==> config.mk <==
export PLATFORM = sky130hd
export DESIGN_NAME = mux_2x1_rr_arb
export DESIGN_NICKNAME = d
export VERILOG_FILES = /design/src/rtl/mux_2x1_rr_arb.sv
export SDC_FILE = /design/constraint.sdc
export NUM_CORES = 1
export LEC_CHECK = 0
export CAP_MARGIN = 20
export CORE_AREA = 4 4 41 43
export DETAILED_ROUTE_END_ITERATION = 10
export DIE_AREA = 0 0 45 47
export GPL_TIMING_DRIVEN = 0
export PLACE_DENSITY_LB_ADDON = 0.05
export SLEW_MARGIN = 0
export SYNTH_ARGS = -nofsm -noshare
export SYNTH_HDL_FRONTEND = slang
export SYNTH_SLANG_ARGS = --single-unit
export TNS_END_PERCENT = 30
==> constraint.sdc <==
create_clock -name clk -period 2.1 [get_ports clk]
set_input_delay 0.315 -clock clk [delete_from_list [all_inputs] [get_ports clk]]
set_output_delay 0.315 -clock clk [all_outputs]
set_load 0.005 [all_outputs]
==> src/rtl/mux_2x1_rr_arb.sv <==
// Purpose: two-channel valid/ready mux with round-robin tie-break into one registered output slot.
// Latency: one cycle from input transfer to f_valid with the word on f.
// Backpressure: input readies drop whenever the output slot is full and f_ready is low.
module mux_2x1_rr_arb #(
    parameter int n = 3
) (
    input  logic         clk,
    input  logic         reset_n,
    input  logic [n-1:0] w0,
    input  logic         w0_valid,
    output logic         w0_ready,
    input  logic [n-1:0] w1,
    input  logic         w1_valid,
    output logic         w1_ready,
    output logic [n-1:0] f,
    output logic         f_valid,
    input  logic         f_ready,
    output logic         s
);

    // prio: 0 lets w0 win a tie, 1 lets w1 win a tie
    logic prio;

    // Output slot can take a new word when empty or being drained this cycle
    logic load_en;

    // Arbitration result: any request present, and which channel wins
    logic gnt_any;
    logic gnt_idx;

    // Grant: a lone requester always wins; on a tie prio decides
    always_comb begin
        load_en = !f_valid || f_ready;
        gnt_any = w0_valid || w1_valid;
        gnt_idx = 1'b0;
        if (w0_valid && w1_valid) begin
            gnt_idx = prio;
        end else if (w1_valid) begin
            gnt_idx = 1'b1;
        end
    end

    // Readies are one-hot by construction; gated by reset_n so nothing is accepted in reset
    always_comb begin
        w0_ready = 1'b0;
        w1_ready = 1'b0;
        if (reset_n && load_en && gnt_any) begin
            w0_ready = !gnt_idx;
            w1_ready = gnt_idx;
        end
    end

    // Output slot and priority: load on grant, empty on idle drain, hold on stall
    always_ff @(posedge clk or negedge reset_n) begin
        if (!reset_n) begin
            f       <= '0;
            s       <= 1'b0;
            f_valid <= 1'b0;
            prio    <= 1'b0;
        end else if (load_en) begin
            if (gnt_any) begin
                f       <= gnt_idx ? w1 : w0;
                s       <= gnt_idx;
                f_valid <= 1'b1;
                prio    <= !gnt_idx;
            end else begin
                f_valid <= 1'b0;
            end
        end
    end

endmodule

==> summary.txt <==
Final layout
  • Fill cells: 143
  • Non-filler instance count after layout: 59
  • Share of cells above drive strength 1: 0.227
  • Final #Nets: 57
  • Ant. Diodes: 0
  • Seq. cell area: 150 um2
  • Multi-input gate area: 150 um2
  • Syn-to-layout area delta: 77.0%

Route
  • Vias per inst: 4.42
  • ANT nets after route: 0
  • Iteration-0 DRC Markers: 4
  • Avg WL per Cell: 13.0 um
  • Via count: 261
  • First-pass iteration count of the detailed router: 4
  • WL final: 769 um
  • DRC: 0

Logic synthesis
  • Post-synthesis compound-gate area fraction: 0.221
  • Area leader, netlist: dfrtp_1
  • Cell with the most instances after synthesis: dfrtp_1
  • Post-Synth Adder-Cell Area: 0
  • Yosys warns: 0
  • Cells after Synth: 23
  • Syn_area_per_cell: 12.8 um2
  • Largest family of logic cells by synthesized area: simple AND/OR/NAND/NOR gates
  • Top cell type's share of synthesized area: 0.511
  • Ys async rst share: 1.00
  • Number of flops mapped to enable cells by yosys: 0
  • Simple-Gate Fraction of Synth Area: 0.268
  • #FFs+latches synth: 6
  • Xor/xnor cell area share of the yosys netlist: 0
  • Netlist cell types: 12
  • Mapped Nets: 34
  • Register area share after synthesis: 0.511
  • Post-synthesis mux area share: 0
  • Cell Area, Synth: 294 um2
  • Top post-synthesis cells by count: dfrtp_1 (6), a221o_1 (3), nor3b_1 (3), a21o_2 (2), and2_1 (2)
  • Ys flop type: dfrtp_1
  • Largest cells by area after synthesis: dfrtp_1 (51%), a221o_1 (10%), nor3b_1 (7.7%)

Critical path
  • WP data arrival: 1730 ps
  • Most common cell on crit path: clkdlybuf4s50_1
  • Crit-path cells: clkdlybuf4s50_1 > nor2b_4 > nor3b_2 > and2_1 > clkdlybuf4s50_1
  • Crit path kind: input port to output port
  • Setup crit end kind: output port
  • Worst Setup Start Kind: input port
  • Data required, critical path: 1780 ps
  • CP max-delay cell: clkdlybuf4s50_1
  • Crit path max fanout: 7
  • Reg2Reg Depth: 4
  • Worst reg2reg path endpoint: f[0]
  • Reg2reg start: f_valid
  • Critical path's largest stage delay: 500 ps
  • Flop-to-flop setup slack: 840 ps

Clock tree
  • CTS tree: done
  • Clock transition at path regs: 50 ps
  • H-tree levels: 1
  • Worst-skew pair later-pin latency: 240 ps
  • Number of CTS-inserted buffers: 3
  • Root Driver: clkbuf_4
  • CTS max path bufs: 2
  • CTS sink cnt: 6

Power
  • Max IR drop VDD: 0.225 mV
  • P_leak: 0.229 nW
  • PD cells: 656 mW/mm2
  • Power, Total: 0.342 mW

STA
  • Achievable frequency: 0.488 GHz
  • Final setup viols: 0
  • Final hold violation count: 0
  • Worst-Margin Slew: 404 ps
  • Fin. max-slew vios: 0
  • Time the worst path needs with I/O delays and setup: 2050 ps
  • Final setup margin: 52.7 ps
  • RSZ-0062 raised after global routing: yes
  • Clk_skew: 2.46 ps
  • Setup TNS: 0 ps
  • Part of the cycle the worst path needs: 0.975
  • Max-slew headroom: 0.730

GRT
  • Initial antenna violation count: 0
  • Overflow after GRT: 0
  • Global-route wire length before repair: 1.20 mm
  • Vias in the first global route: 260
  • Overall Global Routing Usage: 0.0828
  • Largest net degree at the start of global routing: 9

Floorplanning
  • IO Pins: 18
  • Row Count: 13
  • Die Width: 45 um
  • Starting Density: 0.226
  • Die ar.: 0.00212 mm2
  • Die height: 47 um
  • Core ar.: 0.00130 mm2

Placed design
  • Detail Placement HPWL: 590 um
  • Gp weighted congestion: 0.680
  • Pre-CTS setup slack: -119 ps
  • IO Port Bufs: 17
  • Placed cells: 55

Flow run
  • MaxCap Viol Count: 0

Status
  • Status: complete, no violations

Hold path
  • Worst hold path class: input port to async pin
-- logic make-up after synthesis --
family / Yosys count
and+or+nand+nor: 10
AOI/OAI and AO/OA: 7
DFF: 6
-- worst max-delay path: cells and delay by family --
| family | cells | cell delay (ps) |
|---|---|---|
| buf+inv | 2 | 1000 |
| simple gates | 3 | 410 |
-- stage by stage --
step	area, um2	util	hold WS (ps)
after detailed placement	483	0.371	481
after global routing	520	0.400	351
after floorplan	294	-	19.4
after global placement	483	0.371	474
after CTS	518	0.398	344
final	520	0.400	335
-- sequential cells by signal (all words and copies together) (netlist names) --
register and cells:
prio 1, s 1, f 3, f_valid 1
-- where the power goes --
part           switching (mW)  leakage [nW]  internal [mW]  total [mW]
clock                  0.0404        0.0138         0.0646       0.105
combinational          0.0296         0.144         0.0648      0.0944
sequential             0.0101        0.0710          0.132       0.142
-- cell type report --
type                    instances  area share
clock buffers                   3      0.0433
multi-input cells              17       0.288
flip-flops and latches          6       0.288
well taps                      15      0.0361
repair buffers                 18       0.344
-- cells in the final DEF, fill, tap and decap left out --
cell / instances
o21bai_1: 1
a21bo_4: 1
or3_2: 1
dlygate4sd2_1: 1
dlymetal6s2s_1: 1
nor2b_4: 1
buf_4: 1
nor3b_1: 3
nor2b_1: 1
and2_1: 2
a221o_1: 3
nor3b_2: 1
clkdlybuf4s50_1: 15
clkbuf_4: 3
a21o_2: 2
nor2_1: 1
dfrtp_1: 6
-- what timing repair did --
action	4_1_cts	5_1_grt
hold buffers	0	0
pin swaps	1	0
cloned	0	0
hold endpoints to repair	0	0
buffers inserted	1	0
endpoints found under the setup margin	2	2
gates resized for setup	2	1
-- worst max path at each step --
stage	from	endpoint	slack, ps	cells past startpoint
3_3_place_gp	f_ready	w1_ready	-130	5
2_1_floorplan	f_valid	w1_ready	840	3
3_5_place_dp	w0_valid	w1_ready	-120	5
6_report	f_ready	w1_ready	50	5
5_1_grt	f_ready	w1_ready	-20	5
4_1_cts	w1_valid	w0_ready	9	5
-- routing by layer --
metal,vias up,GRT usage,share of wire
li1,131,-,-
met1,122,0.102,0.44
met2,8,0.121,0.48
met3,0,0.0421,0.079
met4,0,0.0351,0
met5,-,0,0
Power figures use the tool's default switching activity.
